File: src/rtl/encoder_pkg.sv
// Shared constants and the position step rule for the encoder_bank peripheral.
// Build option ENCODER_ACCEL_EN enables velocity scaling (see encoder_bank.sv).
package encoder_pkg;

  localparam logic FIELD_VALUE  = 1'b0;
  localparam logic FIELD_CONFIG = 1'b1;

  function automatic int wrap_bit(input int width);
    return width - 1;
  endfunction

  // Operands are zero-extended to 33 bits; with limit < 2^(WIDTH-1) this equals WIDTH+1-bit math.
  function automatic logic [32:0] step(input logic [32:0] value,
                                       input logic [32:0] velocity,
                                       input logic [32:0] limit,
                                       input logic        up,
                                       input logic        wrap);
    logic [32:0] sum;
    sum = value + velocity;
    if (up) begin
      if (sum > limit) return wrap ? (sum - limit - 33'd1) : limit;
      return sum;
    end
    if (velocity > value) return wrap ? (limit + 33'd1 - (velocity - value)) : '0;
    return value - velocity;
  endfunction

endpackage

File: src/rtl/encoder_channel.sv
// One encoder channel: pin debouncers, quadrature decode, optional velocity
// (ENCODER_ACCEL_EN) and the value/limit/wrap/changed registers.
module encoder_channel
  import encoder_pkg::*;
#(
  parameter int WIDTH          = 16,
  parameter int DEBOUNCE_WIDTH = 11
`ifdef ENCODER_ACCEL_EN
  , parameter int VELOCITY_SHIFT = 3
`endif
) (
  input  logic             clk,
  input  logic             rst_n,
  input  logic             a,
  input  logic             b,
`ifdef ENCODER_ACCEL_EN
  input  logic             tick,
`endif
  input  logic             wr_value,
  input  logic             wr_config,
  input  logic             clr_changed,
  input  logic [WIDTH-1:0] wdata,
  output logic [WIDTH-1:0] value,
  output logic [WIDTH-1:0] cfg,
  output logic             changed
);

  localparam int WB = wrap_bit(WIDTH);
  localparam int VW = WIDTH + 1;

  logic [1:0]                pins, sync1, sync2, stable, prev;
  logic [DEBOUNCE_WIDTH-1:0] dcnt [2];
  logic                      cnt, dir, take;
  logic [WIDTH-2:0]          limit;
  logic                      wrap;
  logic [VW-1:0]             velocity;
  logic [WIDTH-1:0]          step_val;

  assign pins = {b, a};

  always_ff @(posedge clk or negedge rst_n) begin
    if (!rst_n) begin
      sync1  <= '0;
      sync2  <= '0;
      stable <= '0;
      prev   <= '0;
      for (int unsigned i = 0; i < 2; i++) dcnt[i] <= '0;
    end else begin
      sync1 <= pins;
      sync2 <= sync1;
      prev  <= stable;
      for (int unsigned i = 0; i < 2; i++) begin
        if (sync2[i] == stable[i]) dcnt[i] <= '0;
        else if (dcnt[i] == '1) begin
          stable[i] <= sync2[i];
          dcnt[i]   <= '0;
        end else dcnt[i] <= dcnt[i] + 1'b1;
      end
    end
  end

  assign cnt = |(stable ^ prev);
  assign dir = stable[0] ^ prev[1];

`ifdef ENCODER_ACCEL_EN
  logic [WIDTH-1:0] pulse_cnt;
  logic [VW-1:0]    scaled, lim1, vel_next;

  always_comb begin
    scaled   = ({1'b0, pulse_cnt} << VELOCITY_SHIFT) + 1'b1;
    lim1     = {2'b00, limit} + 1'b1;
    vel_next = (scaled < lim1) ? scaled : lim1;
  end

  // A count landing on the sampling tick is dropped with the reset of pulse_cnt.
  always_ff @(posedge clk or negedge rst_n) begin
    if (!rst_n) begin
      pulse_cnt <= '0;
      velocity  <= VW'(1);
    end else if (tick) begin
      pulse_cnt <= '0;
      velocity  <= vel_next;
    end else if (cnt && pulse_cnt != '1) begin
      pulse_cnt <= pulse_cnt + 1'b1;
    end
  end
`else
  assign velocity = VW'(1);
`endif

  assign step_val = WIDTH'(step(33'(value), 33'(velocity), 33'(limit), dir, wrap));
  assign take     = cnt && !wr_value && !wr_config;
  assign cfg      = {wrap, limit};

  always_ff @(posedge clk or negedge rst_n) begin
    if (!rst_n) begin
      value   <= '0;
      limit   <= '1;
      wrap    <= 1'b0;
      changed <= 1'b0;
    end else begin
      if (wr_value) begin
        value <= (wdata > {1'b0, limit}) ? {1'b0, limit} : wdata;
      end else if (wr_config) begin
        limit <= wdata[WIDTH-2:0];
        wrap  <= wdata[WB];
        if (value > {1'b0, wdata[WIDTH-2:0]}) value <= {1'b0, wdata[WIDTH-2:0]};
      end else if (take) begin
        value <= step_val;
      end
      changed <= (take && step_val != value) | (changed & ~clr_changed);
    end
  end

endmodule

File: src/rtl/encoder_bank.sv
// Multi-channel rotary encoder peripheral with register bus access.
// Define ENCODER_ACCEL_EN to add the shared velocity timer and step scaling.
module encoder_bank
  import encoder_pkg::*;
#(
  parameter  int CHANNELS       = 4,
  parameter  int WIDTH          = 16,
  parameter  int DEBOUNCE_WIDTH = 11,
  parameter  int TIMER_WIDTH    = 20,
  parameter  int VELOCITY_SHIFT = 3,
  localparam int CH_BITS        = (CHANNELS > 1) ? $clog2(CHANNELS) : 1
) (
  input  logic                clk,
  input  logic                rst_n,
  input  logic [CH_BITS:0]    reg_addr,
  input  logic                reg_we,
  input  logic [WIDTH-1:0]    reg_data,
  output logic [WIDTH-1:0]    reg_q,
  input  logic [CHANNELS-1:0] a,
  input  logic [CHANNELS-1:0] b,
  output logic [CHANNELS-1:0] changed
);

  if (CHANNELS < 1 || CHANNELS > 16 || WIDTH < 8 || WIDTH > 32 ||
      DEBOUNCE_WIDTH < 1 || TIMER_WIDTH < 1 || VELOCITY_SHIFT < 0) begin : g_bad_params
    $error("encoder_bank: parameter out of range");
  end

  logic [1:0]          rst_sync;
  logic                rst_n_i;
  logic [CH_BITS-1:0]  sel_ch;
  logic                sel_fld;
  logic [CHANNELS-1:0] wr_value, wr_config, clr_changed;
  logic [WIDTH-1:0]    ch_value [CHANNELS];
  logic [WIDTH-1:0]    ch_cfg   [CHANNELS];
  logic [WIDTH-1:0]    rd_mux;

  always_ff @(posedge clk or negedge rst_n) begin
    if (!rst_n) rst_sync <= '0;
    else        rst_sync <= {rst_sync[0], 1'b1};
  end
  assign rst_n_i = rst_sync[1];

  assign sel_ch  = reg_addr[CH_BITS:1];
  assign sel_fld = reg_addr[0];

  // Unmatched (out-of-range) channel numbers leave every strobe low and read as zero.
  always_comb begin
    wr_value    = '0;
    wr_config   = '0;
    clr_changed = '0;
    rd_mux      = '0;
    for (int unsigned i = 0; i < CHANNELS; i++) begin
      if (sel_ch == CH_BITS'(i)) begin
        wr_value[i]    = reg_we && sel_fld == FIELD_VALUE;
        wr_config[i]   = reg_we && sel_fld == FIELD_CONFIG;
        clr_changed[i] = !reg_we && sel_fld == FIELD_VALUE;
        rd_mux         = (sel_fld == FIELD_CONFIG) ? ch_cfg[i] : ch_value[i];
      end
    end
  end

  always_ff @(posedge clk or negedge rst_n_i) begin
    if (!rst_n_i) reg_q <= '0;
    else          reg_q <= rd_mux;
  end

`ifdef ENCODER_ACCEL_EN
  logic [TIMER_WIDTH-1:0] timer;
  logic                   tick;

  always_ff @(posedge clk or negedge rst_n_i) begin
    if (!rst_n_i) timer <= '0;
    else          timer <= timer + 1'b1;
  end
  assign tick = &timer;
`endif

  for (genvar n = 0; n < CHANNELS; n++) begin : g_ch
    encoder_channel #(
      .WIDTH          (WIDTH),
      .DEBOUNCE_WIDTH (DEBOUNCE_WIDTH)
`ifdef ENCODER_ACCEL_EN
      , .VELOCITY_SHIFT (VELOCITY_SHIFT)
`endif
    ) u_ch (
      .clk         (clk),
      .rst_n       (rst_n_i),
      .a           (a[n]),
      .b           (b[n]),
`ifdef ENCODER_ACCEL_EN
      .tick        (tick),
`endif
      .wr_value    (wr_value[n]),
      .wr_config   (wr_config[n]),
      .clr_changed (clr_changed[n]),
      .wdata       (reg_data),
      .value       (ch_value[n]),
      .cfg         (ch_cfg[n]),
      .changed     (changed[n])
    );
  end

endmodule

File: config.mk
export PLATFORM = sky130hd
export DESIGN_NAME = encoder_bank
export DESIGN_NICKNAME = d
export VERILOG_FILES = /design/src/rtl/encoder_pkg.sv /design/src/rtl/encoder_channel.sv /design/src/rtl/encoder_bank.sv
export SDC_FILE = /design/constraint.sdc
export NUM_CORES = 1
export LEC_CHECK = 0
export BUFFER_PORTS_ARGS = -buffer_cell sky130_fd_sc_hd__buf_2
export CAP_MARGIN = 20
export CORE_MARGIN = 1.5
export CORE_UTILIZATION = 30
export CTS_CLUSTER_SIZE = 16
export DETAILED_ROUTE_END_ITERATION = 8
export PLACE_DENSITY = 0.5
export REMOVE_ABC_BUFFERS = 1
export SYNTH_ARGS = -nofsm -noshare
export SYNTH_HDL_FRONTEND = slang
export SYNTH_HIERARCHICAL = 1
export SYNTH_SLANG_ARGS = --single-unit
File: constraint.sdc
create_clock -name clk -period 24.4 [get_ports clk]
set_input_delay 7.32 -clock clk [delete_from_list [all_inputs] [get_ports clk]]
set_output_delay 7.32 -clock clk [all_outputs]
set_load 0.02 [all_outputs]
# Word-level counts from Yosys, hierarchy flattened
# Cells that the tools add are included.
# Widths: inputs -> output; s select.
[totals] in_bits=30 reg_bits=270 elab_cells=315
[classes] n_lt_le_gt_ge=16 eq_ne=27 n_bitwise=33 reduce_logical=49 mux=108 add_sub_neg=36
[op_table] cell="$mux 16" count=60
[op_table] cell="$mux 11" count=16
[op_table] cell="$gt 16x15->1" count=8
[op_table] cell="$sub 16x1->16 const B" count=8
[op_table] cell="$add 11x1->11 const B" count=8
[op_table] cell="$eq 11x11->1 const B" count=8
[op_table] cell="$add 16x1->17 const B" count=4
[op_table] cell="$gt 17x15->1" count=4
[op_table] cell="$add 15x1->16 const B" count=4
[op_table] cell="$gt 1x16->1 const A" count=4
[op_table] cell="$ne 16x16->1" count=4
[op_table] cell="$sub 1x16->16 const A" count=4
[op_table] cell="$sub 16x15->16" count=4
[op_table] cell="$sub 16x16->16" count=4
[op_table] cell="$mux 1" count=32
[op_table] cell="$reduce_and 2->1" count=16
[op_table] cell="$not 1->1" count=17
[op_table] cell="$logic_and 1x1->1" count=15
[op_table] cell="$ne 3x2->1 const B" count=4
[op_table] cell="$reduce_bool 3->1" count=4
[op_table] cell="$logic_not 1->1" count=9
[op_table] cell="$eq 1x1->1" count=8
[op_table] cell="$reduce_or 2->1" count=4
[op_table] cell="$xor 2x2->2" count=4
[op_table] cell="other kinds (6)" count=16

# Logic depth before layout (Yosys ltp)
# Gate-level depths: netlist (run 1).
[depth] ltp_word=13 ltp_mapped=19

# Cells and area by module
# The synthesis (run 1) kept the hierarchy.
[modules_own_cells] module="encoder_channel at g_ch[1].u_ch ..." area_each_um2=6988.0 seq_area_each_um2=1595.3 instances=2 cells_per_inst=871
[modules_own_cells] module="encoder_channel at g_ch[0].u_ch" area_each_um2=7010.5 seq_area_each_um2=1595.3 instances=1 cells_per_inst=880
[modules_own_cells] module="encoder_channel at g_ch[3].u_ch" area_each_um2=6765.2 seq_area_each_um2=1595.3 instances=1 cells_per_inst=854
[modules_own_cells] module="encoder_bank" area_each_um2=1644.1 seq_area_each_um2=450.4 instances=1 cells_per_inst=130

# Least setup slack after synthesis (run 1)
# OpenSTA, ideal clock, no wires.
[synth_path] path_kind="input to register" start="input port reg_data[1]" end="register g_ch[0].u_ch.value[10]" t_required_ns=24.275 setup_slack_ns=14.161 t_arrival_ns=10.114 stages=14 cell_sequence="inv_1 ha_1 nor2b_1 o21a_1 o21a_1 o21a_1 o21a_1 o211ai_1 a21oi_1 a2111oi_0 o31a_1 clkbuf_1 buf_1 mux2_2"
[synth_between] elab_chain_len=3
[synth_lines] element="start: declaration" line="encoder_bank.sv:17" rtl="input logic [WIDTH-1:0] reg_data,"
[synth_lines] element="$gt 16x15->1, on equally long branches" line="encoder_channel.sv:107, encoder_channel.sv:103"
[synth_lines] element="$ne 3x2->1 (no line) / $mux 16 (equally long branches)"
[synth_lines] element="$reduce_and 2->1 (no line) / $mux 16 (equally long branches)"
[synth_lines] element="end signal: assignment" line="encoder_channel.sv:103" rtl="value <= (wdata > {1'b0, limit}) ? {1'b0, limit} : wdata;"
[synth_lines] element="end signal: assignment" line="encoder_channel.sv:107" rtl="if (value > {1'b0, wdata[WIDTH-2:0]}) value <= {1'b0, wdata[WIDTH-2:0]};"
[synth_lines] element="end signal: assignment" line="encoder_channel.sv:109" rtl="value <= step_val;"
[synth_lines] element="end: declaration" line="encoder_channel.sv:23" rtl="output logic [WIDTH-1:0] value,"
# Several ways; a longest one is shown, not always the timed one.
# A chain may end at the register's enable or synchronous reset.

# Worst setup path in the final report (run 1)
[layout_path] start="input port reg_addr[0]" end="register g_ch[1].u_ch.value[13]"
[layout_lines] element="start: declaration" line="encoder_bank.sv:15" rtl="input logic [CH_BITS:0] reg_addr,"
[layout_lines] element="$logic_and 1x1->1 *" line="encoder_bank.sv:56" rtl="wr_config[i] = reg_we && sel_fld == FIELD_CONFIG;"
[layout_lines] element="$mux 1 *" line="encoder_bank.sv:54" rtl="if (sel_ch == CH_BITS'(i)) begin"
[layout_lines] element="via wr_config[1]" line="encoder_bank.sv:33" rtl="logic [CHANNELS-1:0] wr_value, wr_config, clr_changed;"
[layout_lines] element="$logic_not 1->1" line="encoder_channel.sv:92" rtl="assign take = cnt && !wr_value && !wr_config;"
[layout_lines] element="$logic_and 1x1->1" line="encoder_channel.sv:92"
[layout_lines] element="$reduce_bool 3->1 (no line)"
[layout_lines] element="$reduce_and 2->1 (no line)"
[layout_lines] element="end signal: assignment" line="encoder_channel.sv:103"
[layout_lines] element="end signal: assignment" line="encoder_channel.sv:107"
[layout_lines] element="end signal: assignment" line="encoder_channel.sv:109"
[layout_lines] element="end: declaration" line="encoder_channel.sv:23"
# Mark *: on every way through the listed nets, which the timed path passes. The rest lies on a longest branch.

==> results of run 1 <==
synthesized netlist by cell type, types with 19 or more instances:
library cell / instances
nand4_1: 65
nand2b_1: 34
nor3_1: 86
xor2_1: 122
o21a_1: 49
nand3_1: 133
mux2_2: 69
ha_1: 256
or3_1: 32
dfstp_2: 60
nor2b_1: 19
inv_1: 217
clkbuf_1: 132
dfrtp_1: 210
o221ai_1: 32
a31oi_1: 49
o21ai_0: 199
and2_1: 21
o211ai_1: 49
mux2i_1: 93
a211oi_1: 35
a21o_1: 60
nor4_1: 31
buf_2: 44
or4_1: 20
nand2_1: 317
a21oi_1: 235
a221oi_1: 20
nor2_1: 281
xnor2_1: 183
and3_1: 44
registers in the layout, summed over array words and instances (netlist names):
signal and cells:
g_ch.u_ch/changed 4, g_ch.u_ch/dcnt 88, g_ch.u_ch/limit 60, g_ch.u_ch/prev 8
g_ch.u_ch/stable 8, g_ch.u_ch/sync1 8, g_ch.u_ch/sync2 8, g_ch.u_ch/value 64
g_ch.u_ch/wrap 4, reg_q 16, rst_sync 2
per-stage QoR:
step	area, µm²	utilization	hold WS, ns	total power, W
floorplan	28400	-	0.331	0.00263
global placement	30700	0.317	0.332	0.00345
detailed placement	30700	0.317	0.336	0.00345
CTS	31900	0.329	0.341	0.00402
global route	31900	0.329	0.350	0.00435
finish	31900	0.329	0.341	0.00407
worst paths after layout:
check	startpoint	to	slack, ns	cells past startpoint
worst max register to register	g_ch[1].u_ch/value[3]$_DFFE_PN0P_	g_ch[1].u_ch/changed$_DFF_PN0_	18.57	15
worst min-delay path	rst_sync[1]$_DFF_PN0_	g_ch[0].u_ch/dcnt[9]$_DFF_PN0_	0.34	0
max in group asynchronous	rst_n	rst_sync[1]$_DFF_PN0_	17.78	1
worst min register to register	rst_sync[1]$_DFF_PN0_	g_ch[0].u_ch/dcnt[9]$_DFF_PN0_	0.34	0
worst max-delay path	reg_addr[0]	g_ch[1].u_ch/value[13]$_DFFE_PN0P_	13.83	8
min in group clk	g_ch[2].u_ch/sync1[0]$_DFF_PN0_	g_ch[2].u_ch/sync2[0]$_DFF_PN0_	0.34	0
power groups by stage:
stage | Combinational [W] | Clock [W] | Sequential, W
global placement | 0.00261 | 0 | 0.000839
finish | 0.00269 | 0.000542 | 0.000842
CTS | 0.00263 | 0.000558 | 0.000831
floorplan | 0.00188 | 0 | 0.000746
global route | 0.00292 | 0.000572 | 0.000852
detailed placement | 0.00261 | 0 | 0.000839
worst register-to-register path, stage by stage (launching register included):
cell	delay [ns]
dfrtp_1	0.81
nand4_1	0.46
or2_2	0.47
nor3_1	0.41
xor2_1	0.23
ha_1	0.35
a21o_1	0.22
o21ai_0	0.37
a31oi_4	0.28
nor2_2	0.29
buf_4	0.30
a211oi_1	0.12
o31a_1	0.29
a2111oi_0	0.74
and4_1	0.30
a31oi_1	0.08
kinds of logic (layout without fill, tap and decap cells):
group,after synthesis,count (layout),share of synthesized area
and+or+nand+nor,1186,1186,0.205
buffers and inverters,427,375,0.0603
AOI/OAI and AO/OA,973,973,0.224
other,1,6,0.000128
adders and majority gates,264,264,0.114
xor gates and xnor gates,305,305,0.0909
muxes,180,180,0.0733
DFF,270,270,0.232
layer usage:
metal | vias up | track usage | routed length [µm] | part of all wire
met5 | - | 0 | 39 | 0.00035
met4 | 6 | 0.0775 | 3860 | 0.034
met3 | 193 | 0.0271 | 8860 | 0.079
met2 | 1183 | 0.327 | 47900 | 0.43
met1 | 13554 | 0.322 | 52000 | 0.46
li1 | 13106 | - | - | -
layout make-up:
type / count / area (µm²)
Timing Repair Buffer: 94 / 596
Sequential cell: 270 / 6840
Clock inverter: 14 / 186
Inverter: 217 / 815
Tap cell: 1276 / 1600
Clock buffer: 50 / 985
Antenna cell: 5 / 12.5
Fill cell: 10254 / 65000
Multi-Input combinational cell: 2909 / 20900
==> results.cfg, run 1 <==
[status]
status = complete, but fails checks
violations = DRC

[global_routing]
grt_max_degree = 118
grt-ovfl-total = 0
grt.total_usage = 0.219
grt_pass1_vias = 26335
grt_pass1_wl_um = 168000
antenna_found_initial = 9

[synth]
synth-edff-count = 0
synth_area_leader_cell = dfrtp_1
ys_async_sr_fraction = 1.00
yosysSeqAreaShare = 0.232
ys_ff_latch = 270
synth_top_area_frac = 0.179
syn_inst = 3606
ys_warn_count = 6
synth_cell_type_count = 105
synth.area.top_cells = dfrtp_1, ha_1, xnor2_1, dfstp_2, nand2_1
netlist_area_um2 = 29400
synth_flop_cell = dfrtp_1
synth.avg_cell_area_um2 = 8.15

[cells_and_area]
stdcell_count = 4835
post_route_cells_drive_above_1_share = 0.104
area_delta_synth_final_pct = 8.47
final_common_cell = nand2_1
mostFrequentLayoutCells = nand2_1, nor2_1, ha_1, a21oi_1, inv_1
nets = 3822

[sta]
fin_crit_sh = 0.433
finalMaxSlewViolations = 0
finalCriticalPeriod_ns = 10.57
tightest_slew_ns = 1.03
fmax_ghz = 0.0946
setup_tns_ns = 0
finalSetupViolations = 0
grt_setup_unrepaired = no
finalHoldViolCount = 0
finClkSkew_ns = 0.0361
max-slew-margin-rel = 0.316
timing.final.ws_setup_ns = 13.83

[cts]
hold_buffers = 0
clockBufferDepth = 3
clk_pin_slew_ns = 0.05
clk_latency_ns = 0.59
post_cts_buffers = 0
tritoncts = yes
cts_root_buf = clkbuf_16
cts_resized = 0
cts_buffers = 36
cts_sinks = 270
cts_max_level = 2

[drt]
finalWirelength_um = 113000
drc = 15
drtIter0Drc = 2991
ant_nets = 0
drtPass1Iterations = 9
wl_per_cell_um = 23.3
vias = 28042
via_per_inst = 5.80

[worst_setup_path]
max_stage_delay_ns = 0.84
crit_chain = buf_2 > nor2b_1 > and3_1 > nand2b_1 > buf_4 > a2111oi_0 > a221o_1 > mux2_2
worstPathMaxFanout = 33
critPathBufInv = 2
worstSetupStartpointType = input pin
cp.arrival_ns = 11.02
end_kind = flip-flop
slowest_stage = a221o_1
cp.required_ns = 24.85
worst-setup-path-type = input pin to flip-flop
critical_path.top_delay_family = compound AO/OA/AOI/OAI gates

[power_and_ir_drop]
power_leakage_nw = 13.4
pwr-share-comb = 0.660
p_switching_w = 0.00214
p_clk_frac = 0.133
p_int_w = 0.00193
power_density_nw_per_um2 = 128
swShare = 0.527
vdd_drop_max_uv = 53.9
seqPwrFrac = 0.207

[floorplanning]
fp-row-count = 114
fp.dieArea_um2 = 99900
core_area_um2 = 96900
initial_core_util = 0.304
die_height_um = 316
dieWidth_um = 316
io_pins = 50

[place]
place.port_buffers = 49
dp_slack_ns = 13.29
dpl.cell_count = 4766
hpwl_um = 83500
gp_congestion = 0.946

[hold_path]
hp-class = flip-flop to asynchronous set/reset pin

[job]
cap_violations = 0
(Power assumes the default switching activity.)
==> run 2: changes to the inputs <==
ABC_AREA = 1   (was default)
clock period = 9.97 ns   (was 24.4 ns; I/O delays follow)
==> run 2 against run 1 <==
  * The run now ends clean
  * Power is 120% higher
  * Final cell count increased by 30%
  * Wire length increased by 2.4%
  * Final area is 4.4% higher
  * Area after synthesis rose by 4.0%
  * Count of clock-buffer cells in the layout unchanged
  * Flip-flop and latch count stayed put
  * Clock power rose to 2.6 times the previous value
  * First-iteration DRC count is 11% lower
  * Combinational power rose by 110%
  * Core utilization is 0.16 points higher
  * Register-to-register slack lost 13 ns
  * Largest power group unchanged
==> results.cfg, run 2 <==
[cts]
cts_buffers = 38
clk_latency_ns = 0.59
clk_pin_slew_ns = 0.06
hold_buffers = 0
clockBufferDepth = 3
post_cts_buffers = 0
cts_resized = 0
tritoncts = yes
cts_root_buf = clkbuf_16
cts_sinks = 270
cts_max_level = 2

[cells_and_area]
postLayoutCellArea_um2 = 33300
regArea_um2 = 6840
final.fill_count = 11252
multi_input_area_um2 = 20600
nets = 5173
post_route_cells_drive_above_1_share = 0.0660
area_delta_synth_final_pct = 8.87
mostFrequentLayoutCells = nand2_1, inv_1, nand3_1, nor2_1, ha_1
largest_reg_flops = 88
final_common_cell = nand2_1
largestRegisters = g_ch.u_ch/dcnt (88), g_ch.u_ch/value (64), g_ch.u_ch/limit (60)
top_register = g_ch.u_ch/dcnt

[global_routing]
grt_max_degree = 72
grt_pass1_wl_um = 177000
grt-ovfl-total = 0
antenna_found_initial = 4
grt_pass1_vias = 29753
grt.total_usage = 0.219

[floorplanning]
core_area_um2 = 101000
die_height_um = 322
dieWidth_um = 322
io_pins = 50
initial_core_util = 0.304
fp.dieArea_um2 = 104000
fp-row-count = 116

[drt]
wl_per_cell_um = 18.4
ant_nets = 0
via_per_inst = 5.10
vias = 31942
drtIter0Drc = 2664
drc = 0
finalWirelength_um = 115000
drtPass1Iterations = 6

[sta]
setup_tns_ns = 0
finalMaxSlewViolations = 0
fin_crit_sh = 0.668
finClkSkew_ns = 0.0422
finalCriticalPeriod_ns = 6.66
tightest_slew_ns = 1.04
fmax_ghz = 0.150
max-slew-margin-rel = 0.305
finalHoldViolCount = 0
finalSetupViolations = 0
grt_setup_unrepaired = no

[place]
place_area_um2 = 32000
gp_congestion = 0.962
place.port_buffers = 49
hpwl_um = 90400

[synth]
ys_async_sr_fraction = 1.00
syn_inst = 4898
netlist_area_um2 = 30600
synth_area_leader_cell = nand2_1
synthTopCellsByCount = nand2_1, inv_1, nand3_1, nor2_1, ha_1
synth_top_area_frac = 0.186
synth_flop_cell = dfrtp_1
synth.avg_cell_area_um2 = 6.24
synth.area.top_cells = nand2_1, dfrtp_1, ha_1, nand3_1, inv_1
ys_warn_count = 6
synth_cell_type_count = 62
ys_ff_latch = 270
yosysSeqAreaShare = 0.224
synth.most_common_cell = nand2_1
synth-edff-count = 0

[worst_setup_path]
worst-setup-path-type = input pin to flip-flop
worstSetupStartpointType = input pin
end_kind = flip-flop
cp.required_ns = 10.40
worstPathMaxFanout = 68
cp.arrival_ns = 7.09

[power_and_ir_drop]
finalPower_w = 0.00887
vdd_drop_max_uv = 104
power_leakage_nw = 17.2
power_density_nw_per_um2 = 266

[job]
cap_violations = 0

[status]
status = finished clean

[hold_path]
hp-class = flip-flop to asynchronous set/reset pin
==> run 2: routing by layer <==
layer,part of all wire,GRT usage,wire length (µm)
met1,0.47,0.310,53700
met2,0.44,0.351,51100
met3,0.062,0.0230,7180
met4,0.029,0.0637,3290
met5,0,0,0
==> run 2: cell type report <==
cell class / instances / share of cell area
diodes: 2 / 0.000150
clock inverters: 20 / 0.00688
well taps: 1357 / 0.0510
multi-input cells: 3862 / 0.620
repair buffers: 73 / 0.0129
inverters: 634 / 0.0716
clock buffers: 50 / 0.0321
flip-flops and latches: 270 / 0.205
==> run 2: worst max-delay path, stage by stage <==
cell and delay [ns]:
buf_2 0.08, buf_4 0.57, inv_2 0.07, nand2_1 0.20
nor2_1 0.09, inv_1 0.41, nand2_1 0.58, inv_1 0.62
o21ai_0 0.22, nand2_1 0.81, inv_1 0.15, nand4_1 0.11
o21ai_0 0.08
==> run 2: final timing paths <==
| check | from | endpoint | slack, ns | depth (start not counted) |
|---|---|---|---|---|
| setup / recovery | reg_addr[0] | g_ch[2].u_ch/value[15]$_DFFE_PN0P_ | 3.31 | 13 |
| hold / removal | rst_sync[1]$_DFF_PN0_ | g_ch[3].u_ch/dcnt[8]$_DFF_PN0_ | 0.35 | 0 |
| setup reg to reg | g_ch[0].u_ch/value[3]$_DFFE_PN0P_ | g_ch[0].u_ch/changed$_DFF_PN0_ | 5.26 | 26 |
| hold reg to reg | rst_sync[1]$_DFF_PN0_ | g_ch[3].u_ch/dcnt[8]$_DFF_PN0_ | 0.35 | 0 |
| max in group asynchronous | rst_sync[1]$_DFF_PN0_ | g_ch[0].u_ch/sync2[0]$_DFF_PN0_ | 7.41 | 2 |
| min in group clk | g_ch[3].u_ch/sync1[1]$_DFF_PN0_ | g_ch[3].u_ch/sync2[1]$_DFF_PN0_ | 0.35 | 0 |
==> run 2: per-stage QoR <==
stage / utilization / hold slack, ns / setup slack, ns / instances
floorplan: - / 0.331 / 1.99 / 4766
global placement: 0.318 / 0.335 / 3.04 / 6194
detailed placement: 0.318 / 0.336 / 2.80 / 6195
CTS: 0.331 / 0.349 / 3.35 / 6265
global route: 0.331 / 0.364 / 3.01 / 6266
finish: 0.331 / 0.347 / 3.31 / 6268
==> run 2: report_power, final <==
group          switching (W)  internal (W)  leakage (nW)
clock               0.000561      0.000842         0.639
combinational        0.00373       0.00190          13.3
sequential          0.000519       0.00131          3.24
total                0.00481       0.00405          17.2
==> run 2: cell families (layout without fill, tap and decap cells) <==
family / Yosys count / after routing / share of synthesized area
mux: 8 / 8 / 0.00295
flops: 270 / 270 / 0.224
fa+ha+maj: 264 / 264 / 0.110
xor+xnor: 133 / 133 / 0.0393
simple gates: 2810 / 2810 / 0.400
other cells: 1 / 3 / 0.000123
buf+inv: 766 / 777 / 0.102
compound gates: 646 / 646 / 0.122
